<file path="src/rtl/rft_pkg.sv">
// Shared widths and FSM state encoding for the RFT spectrum streamer.
// RFT_STREAMER_ENERGY_BEAT_EN adds the ENERGY state for the trailing energy beat.
package rft_pkg;
    localparam int N_VERT   = 8;
    localparam int AMP_W    = 16;
    localparam int PHASE_W  = 16;
    localparam int ENERGY_W = 32;
    localparam int BIN_W    = 3;
    localparam int IDX_W    = 4;
`ifdef RFT_STREAMER_ENERGY_BEAT_EN
    typedef enum logic [1:0] {ST_IDLE, ST_SCAN, ST_STREAM, ST_ENERGY} streamer_state_t;
`else
    typedef enum logic [1:0] {ST_IDLE, ST_SCAN, ST_STREAM} streamer_state_t;
`endif
endpackage

</file>
<file path="src/rtl/rft_spectrum_streamer_if.sv">
// Output beat stream: valid/ready handshake, data word, beat index, end-of-frame marker.
// Master holds data/index/last stable while valid is high and ready is low.
interface rft_spectrum_streamer_if;
    import rft_pkg::*;
    logic                       m_valid;
    logic                       m_ready;
    logic [AMP_W+PHASE_W-1:0]   m_data;
    logic [IDX_W-1:0]           m_index;
    logic                       m_last;

    modport master (output m_valid, m_data, m_index, m_last, input m_ready);
    modport slave  (input m_valid, m_data, m_index, m_last, output m_ready);
endinterface

</file>
<file path="src/rtl/rft_peak_tracker.sv">
// Sequential argmax over one bin per fed cycle; result published the cycle after the last bin.
// No backpressure: fed every SCAN cycle, strict > keeps the lowest index on ties.
module rft_peak_tracker
    import rft_pkg::*;
(
    input  logic             clk,
    input  logic             reset,
    input  logic             start,
    input  logic             feed,
    input  logic [BIN_W-1:0] bin_idx,
    input  logic [AMP_W-1:0] amp,
    output logic [BIN_W-1:0] dominant_bin,
    output logic [AMP_W-1:0] dominant_amp,
    output logic             done
);
    logic [BIN_W-1:0] best_bin;
    logic [AMP_W-1:0] best_amp;

    always_ff @(posedge clk or posedge reset) begin
        if (reset) begin
            best_bin     <= '0;
            best_amp     <= '0;
            dominant_bin <= '0;
            dominant_amp <= '0;
            done         <= 1'b0;
        end else begin
            done <= feed && (bin_idx == BIN_W'(N_VERT - 1));
            if (feed && (start || (amp > best_amp))) begin
                best_amp <= amp;
                best_bin <= bin_idx;
            end
            // Published values hold until the next scan finishes.
            if (done) begin
                dominant_bin <= best_bin;
                dominant_amp <= best_amp;
            end
        end
    end
endmodule

</file>
<file path="src/rtl/rft_spectrum_streamer.sv">
// Captures an RFT result on a transform_valid rise, scans for the peak bin, streams 8 beats (9 with RFT_STREAMER_ENERGY_BEAT_EN).
// First beat 9 cycles after capture; beats advance only on m_valid&&m_ready; frames arriving while busy are dropped and flagged.
module rft_spectrum_streamer
    import rft_pkg::*;
(
    input  logic                       clk,
    input  logic                       reset,
    input  logic                       transform_valid,
    input  logic [AMP_W-1:0]           vertex_amplitudes [0:N_VERT-1],
    input  logic signed [PHASE_W-1:0]  vertex_phases     [0:N_VERT-1],
    input  logic [ENERGY_W-1:0]        resonance_energy,
    rft_spectrum_streamer_if.master    m,
    output logic [BIN_W-1:0]           dominant_bin,
    output logic [AMP_W-1:0]           dominant_amp,
    output logic                       busy,
    output logic                       overrun,
    input  logic                       clear_overrun
);
    streamer_state_t            state;
    logic                       tv_q;
    logic                       armed;
    logic [IDX_W-1:0]           scan_cnt;
    logic [AMP_W-1:0]           amp_q [0:N_VERT-1];
    logic signed [PHASE_W-1:0]  ph_q  [0:N_VERT-1];
    logic                       rise, final_hs, capture, scan_feed, scan_done;
    logic [BIN_W-1:0]           nxt_bin;

`ifdef RFT_STREAMER_ENERGY_BEAT_EN
    logic [ENERGY_W-1:0]        energy_q;
`else
    logic                       unused_energy;
    assign unused_energy = ^resonance_energy;
`endif

    // armed blocks a level still high out of reset from looking like a fresh rise.
    assign rise      = transform_valid && !tv_q && armed;
    assign final_hs  = m.m_valid && m.m_ready && m.m_last;
    assign capture   = rise && ((state == ST_IDLE) || final_hs);
    assign scan_feed = (state == ST_SCAN) && !scan_cnt[IDX_W-1];
    assign nxt_bin   = m.m_index[BIN_W-1:0] + 3'd1;
    assign busy      = (state != ST_IDLE);

    rft_peak_tracker u_peak (
        .clk          (clk),
        .reset        (reset),
        .start        (scan_feed && (scan_cnt == '0)),
        .feed         (scan_feed),
        .bin_idx      (scan_cnt[BIN_W-1:0]),
        .amp          (amp_q[scan_cnt[BIN_W-1:0]]),
        .dominant_bin (dominant_bin),
        .dominant_amp (dominant_amp),
        .done         (scan_done)
    );

    always_ff @(posedge clk or posedge reset) begin
        if (reset) begin
            state     <= ST_IDLE;
            tv_q      <= 1'b0;
            armed     <= 1'b0;
            scan_cnt  <= '0;
            overrun   <= 1'b0;
            m.m_valid <= 1'b0;
            m.m_data  <= '0;
            m.m_index <= '0;
            m.m_last  <= 1'b0;
            for (int i = 0; i < N_VERT; i++) begin
                amp_q[i] <= '0;
                ph_q[i]  <= '0;
            end
`ifdef RFT_STREAMER_ENERGY_BEAT_EN
            energy_q  <= '0;
`endif
        end else begin
            tv_q  <= transform_valid;
            armed <= armed || !transform_valid;
            if (rise && !capture)
                overrun <= 1'b1;
            else if (clear_overrun)
                overrun <= 1'b0;

            if (capture) begin
                for (int i = 0; i < N_VERT; i++) begin
                    amp_q[i] <= vertex_amplitudes[i];
                    ph_q[i]  <= vertex_phases[i];
                end
`ifdef RFT_STREAMER_ENERGY_BEAT_EN
                energy_q  <= resonance_energy;
`endif
                state     <= ST_SCAN;
                scan_cnt  <= '0;
                m.m_valid <= 1'b0;
                m.m_last  <= 1'b0;
            end else begin
                case (state)
                    ST_IDLE: ;
                    ST_SCAN: begin
                        if (scan_feed)
                            scan_cnt <= scan_cnt + 4'd1;
                        if (scan_done) begin
                            state     <= ST_STREAM;
                            m.m_valid <= 1'b1;
                            m.m_index <= '0;
                            m.m_data  <= {amp_q[0], ph_q[0]};
                            m.m_last  <= 1'b0;
                        end
                    end
                    ST_STREAM: begin
                        if (m.m_valid && m.m_ready) begin
                            if (m.m_index == IDX_W'(N_VERT - 1)) begin
`ifdef RFT_STREAMER_ENERGY_BEAT_EN
                                state     <= ST_ENERGY;
                                m.m_index <= IDX_W'(N_VERT);
                                m.m_data  <= energy_q;
                                m.m_last  <= 1'b1;
`else
                                state     <= ST_IDLE;
                                m.m_valid <= 1'b0;
                                m.m_last  <= 1'b0;
`endif
                            end else begin
                                m.m_index <= {1'b0, nxt_bin};
                                m.m_data  <= {amp_q[nxt_bin], ph_q[nxt_bin]};
`ifdef RFT_STREAMER_ENERGY_BEAT_EN
                                m.m_last  <= 1'b0;
`else
                                m.m_last  <= (nxt_bin == BIN_W'(N_VERT - 1));
`endif
                            end
                        end
                    end
`ifdef RFT_STREAMER_ENERGY_BEAT_EN
                    ST_ENERGY: begin
                        if (m.m_valid && m.m_ready) begin
                            state     <= ST_IDLE;
                            m.m_valid <= 1'b0;
                            m.m_last  <= 1'b0;
                        end
                    end
`endif
                    default: state <= ST_IDLE;
                endcase
            end
        end
    end
endmodule

</file>
<file path="src/flat_wrapper.sv">
// flat-port wrapper written by rule: the top's interface ports become plain ports
module rft_spectrum_streamer_flat import rft_pkg::*;
  (clk, reset, transform_valid, vertex_amplitudes, vertex_phases, resonance_energy, dominant_bin, dominant_amp, busy, overrun, clear_overrun, m_m_valid, m_m_data, m_m_index, m_m_last, m_m_ready);
  rft_spectrum_streamer_if m_i ();
  input  logic clk;
  input  logic reset;
  input  logic transform_valid;
  input  logic [AMP_W-1:0] vertex_amplitudes[0:N_VERT-1];
  input  logic signed [PHASE_W-1:0] vertex_phases[0:N_VERT-1];
  input  logic [ENERGY_W-1:0] resonance_energy;
  output logic [BIN_W-1:0] dominant_bin;
  output logic [AMP_W-1:0] dominant_amp;
  output logic busy;
  output logic overrun;
  input  logic clear_overrun;
  output wire logic [$bits(m_i.m_valid)-1:0] m_m_valid;
  output wire logic [$bits(m_i.m_data)-1:0] m_m_data;
  output wire logic [$bits(m_i.m_index)-1:0] m_m_index;
  output wire logic [$bits(m_i.m_last)-1:0] m_m_last;
  input wire logic [$bits(m_i.m_ready)-1:0] m_m_ready;
  assign m_m_valid = m_i.m_valid;
  assign m_m_data = m_i.m_data;
  assign m_m_index = m_i.m_index;
  assign m_m_last = m_i.m_last;
  assign m_i.m_ready = m_m_ready;
  rft_spectrum_streamer u_core (.clk(clk), .reset(reset), .transform_valid(transform_valid), .vertex_amplitudes(vertex_amplitudes), .vertex_phases(vertex_phases), .resonance_energy(resonance_energy), .m(m_i), .dominant_bin(dominant_bin), .dominant_amp(dominant_amp), .busy(busy), .overrun(overrun), .clear_overrun(clear_overrun));
endmodule
</file>
<file path="config.mk">
export PLATFORM = sky130hd
export DESIGN_NAME = rft_spectrum_streamer_flat
export DESIGN_NICKNAME = d
export VERILOG_FILES = /design/src/rtl/rft_pkg.sv /design/src/rtl/rft_spectrum_streamer_if.sv /design/src/rtl/rft_peak_tracker.sv /design/src/rtl/rft_spectrum_streamer.sv /design/src/flat_wrapper.sv
export SDC_FILE = /design/constraint.sdc
export NUM_CORES = 1
export LEC_CHECK = 0
export BUFFER_PORTS_ARGS = -buffer_cell sky130_fd_sc_hd__buf_2
export CORE_MARGIN = 2
export CORE_UTILIZATION = 45
export CTS_BUF_LIST = sky130_fd_sc_hd__clkbuf_4 sky130_fd_sc_hd__clkbuf_8 sky130_fd_sc_hd__clkbuf_16
export DETAILED_ROUTE_END_ITERATION = 12
export GPL_ROUTABILITY_DRIVEN = 1
export PLACE_DENSITY_LB_ADDON = 0.05
export SYNTH_ARGS = -nofsm -noshare
export SYNTH_HDL_FRONTEND = slang
export SYNTH_SLANG_ARGS = --single-unit
</file>
<file path="constraint.sdc">
create_clock -name clk -period 12.85 [get_ports clk]
set_clock_uncertainty 0.1 [all_clocks]
set_input_delay 0.6425 -clock clk [delete_from_list [all_inputs] [get_ports clk]]
set_output_delay 0.6425 -clock clk [all_outputs]
set_load 0.02 [all_outputs]
</file>
# Yosys cells after proc, flatten, opt, wreduce, memory -nomap -nowiden
# Cells that the tools add are included.
# word_totals
regBits	342
word_cells	117
# op_classes
addsub	2
n_lt_le_gt_ge	3
n_eq_ne	12
n_mux	37
n_bitwise	3
reduce_logical	30
# ops
operator	n
16-bit binary-select mux with 3-bit select	3
16-bit two-way mux	6
32-bit two-way mux	3
32-bit case mux with 2 select lines	1
4-bit two-way mux	6
16-bit > comparator	1
1-bit logical AND	10
1-bit two-way mux	10
2-bit nonzero test	5
4-bit greater-or-equal comparator, second input constant	2
2-bit two-way mux	4
3-bit inverter with 4-bit output	2
4-bit case mux with 2 select lines	1
4-bit AND reduction	2
3-bit equality test, second input constant	2
3-bit by 1-bit inequality test with 1-bit output, second input constant	2
2-bit case mux with 3 select lines	1
5-bit AND reduction	1
4-bit by 1-bit adder with 4-bit output, second input constant	1
4-bit by 3-bit equality test with 1-bit output, second input constant	1
1-bit zero test	4
4-bit zero test	1
2-bit by 1-bit inequality test with 1-bit output, second input constant	2
2-bit inequality test, second input constant	2
other kinds (11)	14

# Depth between registers and ports, before layout
# Gate-level depths: netlist of run 1.
# logic_depth
depth_word	8
depth_mapped	12
depth_no_buf	8

# By module
# A second synthesis of run 1 with hierarchy kept.
# unflattened
hier_cells	1763
hier_area_um2	17148.9
# modules_own_cells
module	n_inst	cells_each	area_per_inst_um2
rft_spectrum_streamer	1	1619	15213.3
rft_peak_tracker	1	144	1935.6

# Worst setup path before layout of run 1
# OpenSTA, ideal clock, no wires.
# synth_path
path_type	register -> register
from	register u_core.scan_cnt[1]
to	register u_core.u_peak.best_amp[13]
arrival_time_ns	3.323
required_time_ns	12.625
slack_ns	9.302
path_stages_with_launch	12
n_path_buf	3
period_less_slack_ns	3.548
cell_sequence	dfrtp_1 > clkbuf_1 > clkbuf_1 > mux4_2 > mux2_2 > ha_1 > nand2_2 > o21bai_1 > a2111o_1 > a31oi_4 > buf_12 > mux2_4
# synth_between
elab_chain_len	7
# synth_lines
item	line_no	source
start, declared	rft_spectrum_streamer.sv:22	logic [IDX_W-1:0] scan_cnt;
start signal, assigned	rft_spectrum_streamer.sv:98	scan_cnt <= scan_cnt + 4'd1;
3-bit inverter with 4-bit output (not written as such)	rft_spectrum_streamer.sv:49	.amp (amp_q[scan_cnt[BIN_W-1:0]]),
16-bit binary-select mux with 3-bit select	rft_spectrum_streamer.sv:49	
16-bit two-way mux (not written as such) (2 in a row)	rft_spectrum_streamer.sv:49	
net u_core.u_peak.amp[3]	rft_peak_tracker.sv:11	input logic [AMP_W-1:0] amp,
16-bit > comparator	rft_peak_tracker.sv:28	if (feed && (start || (amp > best_amp))) begin
1-bit logical OR	rft_peak_tracker.sv:28	
1-bit logical AND	rft_peak_tracker.sv:28	
end signal, assigned	rft_peak_tracker.sv:29	best_amp <= amp;
end, declared	rft_peak_tracker.sv:17	logic [AMP_W-1:0] best_amp;
# The timed path passes the listed nets, and every way through them passes these cells. The select of a mux whose other input is x is not followed.
# A chain may end at the register's enable or synchronous reset.

# Worst setup path after layout of run 1
# layout_path
from	register u_core.scan_cnt[0]
to	register u_core.u_peak.best_amp[4]
# Same word-level chain as after synthesis.

==> results of run 1 <==
## registers in the layout (all words and copies together), names as in the netlist
name / count
u_core.amp_q: 128
u_core.armed: 1
u_core.m.m_data: 32
u_core.m.m_index: 3
u_core.m.m_last: 1
u_core.m.m_valid: 1
u_core.overrun: 1
u_core.ph_q: 128
u_core.scan_cnt: 4
u_core.state: 2
u_core.tv_q: 1
u_core.u_peak.best_amp: 16
u_core.u_peak.best_bin: 3
u_core.u_peak.dominant_amp: 16
u_core.u_peak.dominant_bin: 3
u_core.u_peak.done: 1
## cell families after synthesis
family | after synthesis | share of synthesized area
simple gates | 873 | 0.2029
flops | 341 | 0.5195
mux | 185 | 0.1919
buf+inv | 133 | 0.03489
compound gates | 89 | 0.03100
fa+ha+maj | 25 | 0.01904
other cells | 1 | 0.0002283
xor+xnor | 1 | 0.0005333
## metal layers
layer	track usage	part of all wire	vias to the layer above
met5	0	0.00058	-
met1	0.3836	0.49	6095
li1	-	-	5930
met3	0.05337	0.067	69
met4	0.06022	0.022	4
met2	0.3532	0.42	395
## placed cells by master, fill, tap and decap left out, drive strengths merged, types with 2 or more instances in the layout
master  synthesis  final
nand2         842    842
diode           0      4
o21ai          70     70
clkbuf         70     55
nand4           4      4
bufinv          0      5
nand2b          6      6
nand3           3      3
nor2b           4      4
buf            37    332
mux4           96     96
a41oi           2      2
clkinv          0      7
mux2i          37     37
dfrtp         341    341
ha             25     25
a21oi           8      8
mux2           52     52
inv            26     26
nor2            9      9
## how the worst max path moves through the flow
stage                              startpoint  cells past startpoint                                endpoint
3_3_place_gp   u_core.scan_cnt[0]$_DFFE_PP0P_                      9   u_core.u_peak.best_amp[6]$_DFFE_PP0P_
6_report       u_core.scan_cnt[0]$_DFFE_PP0P_                      9   u_core.u_peak.best_amp[4]$_DFFE_PP0P_
5_1_grt        u_core.scan_cnt[0]$_DFFE_PP0P_                      9   u_core.u_peak.best_amp[8]$_DFFE_PP0P_
3_5_place_dp   u_core.scan_cnt[0]$_DFFE_PP0P_                      9  u_core.u_peak.best_amp[10]$_DFFE_PP0P_
2_1_floorplan                           reset                      1             u_core.amp_q[0]$_DFFE_PP0P_
4_1_cts        u_core.scan_cnt[0]$_DFFE_PP0P_                      9   u_core.u_peak.best_amp[4]$_DFFE_PP0P_
## stage by stage
stage / power (mW) / hold slack, ps / instance area, µm² / setup slack [ps]
after global routing: 2.411 / 139.9 / 19710 / 7970
after floorplan: 1.112 / 335.1 / 16430 / 2656
after detailed placement: 1.164 / 352.9 / 18310 / 8241
final: 2.332 / 109.3 / 19710 / 8287
after CTS: 2.361 / 135.5 / 19700 / 8225
after global placement: 1.164 / 348.7 / 18310 / 8247
## layout make-up
class | instances | area [µm²] | share of cell area
Sequential cell | 341 | 8539 | 0.4334
Multi-Input combinational cell | 1174 | 7370 | 0.3740
Timing Repair Buffer | 332 | 1722 | 0.08737
Clock buffer | 55 | 1194 | 0.06058
Tap cell | 461 | 576.8 | 0.02927
Clock inverter | 12 | 188.9 | 0.009588
Inverter | 26 | 105.1 | 0.005334
Antenna cell | 4 | 10.01 | 0.0005080
## critical path, delay by kind of cell, from the launching register on
family | cells | cell delay [ps]
AND/OR/NAND/NOR | 1 | 70
buffers and inverters | 1 | 510
flip-flops | 1 | 800
AO/OA/AOI/OAI | 3 | 1270
multiplexers | 3 | 1380
adder cells (fa/ha/maj) | 1 | 300
## power breakdown
part           switching (mW)  leakage (nW)  internal [mW]
registers            0.000159          4.73           1.07
logic                  0.0387          5.04         0.0298
clock network           0.444         0.694          0.745
total                   0.483          10.5           1.85
==> results by group, run 1 <==
GRT
  • Antenna violations before repair: 8
  • Pin count of the biggest net entering global routing: roughly 240
  • First-pass GRT wire length: 72480 µm
  • Vias in the first global route: roughly 13000
  • Overflow after GRT: 0
  • All-layer global routing usage: 0.2470

Routing
  • Routed WL: between 40000 and 50000 µm
  • Antenna-violating nets left: 0
  • Post-route DRC violation count: 0
  • Vias: about 12000
  • Drt via density: ~5.2
  • Initial drt markers: around 830
  • TritonRoute pass-1 iters: 5
  • WL/cell: 19.29 µm

Clock network
  • Maximum buffer depth of the clock tree: 3
  • Skew-Pair Late Insertion Delay: around 540 ps
  • Number of H-tree levels: 2
  • Reg clk slew, reported paths: roughly 60 ps
  • Postcts setup bufs: 0
  • CTS buffer count: 39
  • Post-CTS resize count: 0
  • Root Buffer: clkbuf_16
  • Cts hold-fix bufs: 0
  • TritonCTS clock tree: yes
  • Clock Sinks: between 300 and 400

STA
  • Slew HR: 0.2471
  • Post-layout min period: between 4000 and 5000 ps
  • Final hold violation count: 0
  • Worst-Margin Slew: about 1100 ps
  • Final setup TNS: 0 ps
  • RSZ-0062 raised after global routing: false
  • Tcrit/Tclk final: 0.3551
  • Final Setup Violations: 0
  • Final-report max-slew violation count: 0
  • FMAX: between 0.2 and 0.25 GHz

Yosys
  • EDFF count, synth: 0
  • Synth unique cells: 40
  • Most common cell in the netlist: nand2_1
  • Avg Cell Area, Syn: 9.967 µm²
  • Post-Syn Area: between 0.015 and 0.02 mm²
  • Most used flip-flop cell after synthesis: dfrtp_1
  • Area leader, netlist: dfrtp_1
  • Yosys top cell area share: 0.5195
  • Synth cell count leaders: nand2_1, dfrtp_1, mux4_2
  • Cell count after synthesis: between 1500 and 2000
  • #FFs+latches synth: around 340
  • YS warnings: 0
  • Seq/Total Area, Yosys: 0.5195
  • Syn_nets: roughly 2000
  • Synth area leaders: dfrtp_1, nand2_1, mux4_2
  • Asr flop ratio synth: 1.000

Critical path
  • Crit path kind: reg2reg
  • Reg-to-reg slack, setup: between 8000 and 9000 ps
  • CP max FO: 21
  • CP Data Arrival Time: about 4900 ps
  • Crit path cell chain: buf_4 -> mux4_2 -> mux2_2 -> ha_1 -> nand2_2 -> o21bai_1 -> a2111o_1 -> a31oi_4 -> mux2_2
  • Nature of the critical path startpoint: flop
  • R2R cell count: 9
  • Crit-path max cell delay: around 800 ps
  • Crit-path slowest cell: dfrtp_2
  • CP most frequent cell: mux2_2
  • Worst reg2reg path endpoint: u_core.u_peak.best_amp[4]$_DFFE_PP0P_
  • Endpoint class of the critical path: flop
  • Req. time, crit path: about 13000 ps
  • FF-to-FF Start: u_core.scan_cnt[0]$_DFFE_PP0P_

Die
  • Die height: between 150 and 200 µm
  • Initial Util: 0.4596
  • Die W: 195.1 µm
  • Die footprint: approximately 0.038 mm²
  • IO Pins: 352
  • Core area: between 0.03 and 0.04 mm²
  • Num rows: about 70

Placement
  • GPL Wtd Cong: ~0.8
  • Estimated wirelength of the detail-placed design: a little over 30000 µm
  • Buffers on Ports: 318
  • Post-Place Cells: between 2000 and 2500

Cells and area
  • Layout area overhead: 19.96%
  • Number of fill cells in the layout: between 3000 and 4000
  • Fin cells: between 2000 and 2500
  • Nets@finish: roughly 2200
  • Share of post-route cells with drive strength above 1: 0.2892
  • Final Util: 0.5513

Status
  • Status: completed

Pwr
  • Pwr Density: 118.4 mW/mm²
  • Maximum VDD drop: a little under 0.08 mV
  • Lkg Pwr: 10.46 nW

Min path
  • Hold Path Class: in2async

Run
  • Number of max-cap violations: 0
Power figures use the tool's default switching activity.
==> run 2, diff against run 1 <==
clock period = 4.1 ns   (was 12.85 ns; I/O delays follow)
==> results by group, run 2 (synthesized netlist as in run 1, its figures left out) <==
Die
  • Die footprint: 0.03805 mm² (unchanged)
  • Die W: 195.1 µm (unchanged)
  • Initial Util: 0.4596 (unchanged)
  • Die height: 195.1 µm (unchanged)
  • Core area: 0.03574 mm² (unchanged)
  • IO Pins: 352 (unchanged)
  • Num rows: 69 (unchanged)

Pwr
  • Pwr Density: 329.7 mW/mm² (+180%)
  • Clock power frac: 0.490 (-0.020)
  • Lkg Pwr: 11.65 nW (+11%)
  • Post-layout total power: 7.418 mW (+220%)
  • Maximum VDD drop: 0.2654 mV (+240%)
  • Switch share: 0.2113 (+0.004131)
  • Net Sw Power: 1.567 mW (+220%)
  • Power Internal: 5.851 mW (+220%)
  • Reg power frac: 0.454 (-0.007)
  • Comb pwr share: 0.056 (+0.027)

Placement
  • Buffers on Ports: 318 (unchanged)
  • Post-Place Cells: 2346 (+0.51%)
  • GPL Wtd Cong: 0.8701 (+7.5%)
  • Area post-placement: 0.01852 mm² (+1.2%)
  • Pre-CTS WS: 462.0 ps (-7779 ps)
  • Estimated wirelength of the detail-placed design: 32530 µm (+5.4%)

GRT
  • Antenna violations before repair: 1 (-7)
  • Pin count of the biggest net entering global routing: 185 (-21%)
  • Vias in the first global route: 14047 (+11%)
  • All-layer global routing usage: 0.2640 (+0.01696)
  • Overflow after GRT: 0 (unchanged)
  • First-pass GRT wire length: 78140 µm (+7.8%)

STA
  • WHS: 99.89 ps (-9.392 ps)
  • Final setup TNS: 0 ps (unchanged)
  • Slew HR: 0.3502 (+0.1031)
  • Final-report max-slew violation count: 0 (unchanged)
  • Post-layout min period: 3648 ps (-914.8 ps)
  • Worst-Margin Slew: 974.7 ps (-154.7 ps)
  • FMAX: 0.2741 GHz (+25%)
  • RSZ-0062 raised after global routing: false
  • Final Setup Violations: 0 (unchanged)
  • Tcrit/Tclk final: 0.8897 (+0.5346)
  • Final hold violation count: 0 (unchanged)
  • Post-route setup slack: 452.1 ps (-7835 ps)

Critical path
  • Crit-path max cell delay: 710 ps (-90 ps)
  • Crit path kind: reg2reg
  • CP Data Arrival Time: 3960 ps (-920 ps)
  • CP max FO: 16 (-24%)
  • Crit-path slowest cell: dfrtp_2
  • Nature of the critical path startpoint: flop
  • Setup crit start: u_core.scan_cnt[1]$_DFFE_PP0P_
  • Crit path cell chain: buf_12 -> mux4_2 -> mux2_2 -> ha_1 -> nand2_2 -> o21bai_1 -> a2111o_1 -> a31oi_4 -> buf_4 -> mux2_4
  • Endpoint class of the critical path: flop
  • FF-to-FF Start: u_core.scan_cnt[1]$_DFFE_PP0P_
  • Req. time, crit path: 4420 ps (-8740 ps)

Routing
  • Drt via density: 5.099 (-1.8%)
  • TritonRoute pass-1 iters: 4 (-1)
  • WL/cell: 18.39 µm (-4.7%)
  • Initial drt markers: 922 (+11%)
  • Vias: 13661 (+9.3%)
  • Routed WL: 49260 µm (+6.2%)
  • Post-route DRC violation count: 0 (unchanged)
  • Antenna-violating nets left: 0 (unchanged)

Clock network
  • CTS buffer count: 40 (+2.6%)
  • Skew-Pair Late Insertion Delay: 540 ps (about the same)
  • Postcts setup bufs: 0 (unchanged)
  • Reg clk slew, reported paths: 60 ps (about the same)
  • Post-CTS resize count: 0 (unchanged)
  • Number of H-tree levels: 2 (unchanged)
  • Root Buffer: clkbuf_16
  • Maximum buffer depth of the clock tree: 3 (unchanged)
  • TritonCTS clock tree: yes
  • Clock Sinks: 341 (unchanged)

Cells and area
  • Most common cell after layout, fill and taps aside: nand2_1
  • Largest registers: u_core.amp_q: 128 flops, u_core.ph_q: 128 flops, u_core.m.m_data: 32 flops
  • Layout area overhead: 36.97%
  • Final Util: 0.6295 (+0.07813)
  • Final Cell Area: 0.02250 mm² (+14%)
  • Number of fill cells in the layout: 3029 (-10%)
  • Nets@finish: 2505 (+12%)
  • Fin cells: 2679 (+11%)
  • Commonest non-fill, non-tap cells in the layout: nand2_1, dfrtp_1, buf_2
  • Share of post-route cells with drive strength above 1: 0.2607 (-0.02846)

Run
  • Number of max-cap violations: 0 (unchanged)

Min path
  • Hold Path Class: in2async

Status
  • Status: completed
[run 2: cell count changes in the layout (fill, tap and decap cells not counted), sizes merged]
| cell | delta |
|---|---|
| diode | -3 |
| clkinv | -3 |
| dlygate4sd3 | +260 |
| clkinvlp | +1 |
| bufinv | -4 |
| buf | +12 |
| clkbuf | +9 |
| inv | +2 |
[run 2: routing by layer]
metal | share of wire | up-vias | track usage
met1 | 0.47 | 6665 | 0.3980
li1 | - | 6481 | -
met3 | 0.063 | 77 | 0.04594
met2 | 0.44 | 438 | 0.3976
met4 | 0.023 | 0 | 0.06842
met5 | 0 | - | 0
[run 2: worst paths after layout]
path | to | slack [ps] | cells past startpoint
min in group clk | u_core.m.m_index[0]$_DFFE_PP0P_ | 140 | 5
min | u_core.ph_q[100]$_DFFE_PP0P_ | 100 | 3
max in group asynchronous | u_core.scan_cnt[1]$_DFFE_PP0P_ | 2890 | 4
min reg2reg | u_core.ph_q[23]$_DFFE_PP0P_ | 370 | 2
max | u_core.u_peak.best_bin[2]$_DFFE_PP0P_ | 450 | 10
max reg2reg | u_core.u_peak.best_bin[2]$_DFFE_PP0P_ | 450 | 10
[run 2: repair_timing]
item / CTS / global route
endpoints found under the hold margin: 416 / 0
hold buffers: 260 / 0
endpoints found under the setup margin: 0 / 0
[run 2: power groups by stage]
stage	Sequential, mW	Clock (mW)	Combinational [mW]
final	3.37	3.63	0.416
after global routing	3.37	3.84	0.454
after CTS	3.37	3.71	0.414
after detailed placement	3.43	0	0.220
after global placement	3.43	0	0.218
after floorplan	3.43	0	0.0548
[run 2: area by class of cell]
| class | count | area (µm²) | share of cell area |
|---|---|---|---|
| antenna | 1 | 2.502 | 0.0001112 |
| clock buffer | 64 | 1292 | 0.05745 |
| clock inverter | 8 | 76.32 | 0.003392 |
| inverter | 26 | 101.3 | 0.004505 |
| multi-input combinational | 1174 | 7370 | 0.3276 |
| sequential | 341 | 8539 | 0.3796 |
| tap | 461 | 576.8 | 0.02564 |
| timing repair buffer | 604 | 4539 | 0.2018 |
[run 2: worst max-delay path: cells and delay by family, from the launching register on]
family	cells	cell delay, ps
AOI/OAI and AO/OA	3	910
adders and majority gates	1	290
DFF	1	710
muxes	3	960
and+or+nand+nor	1	70
buffers and inverters	2	470
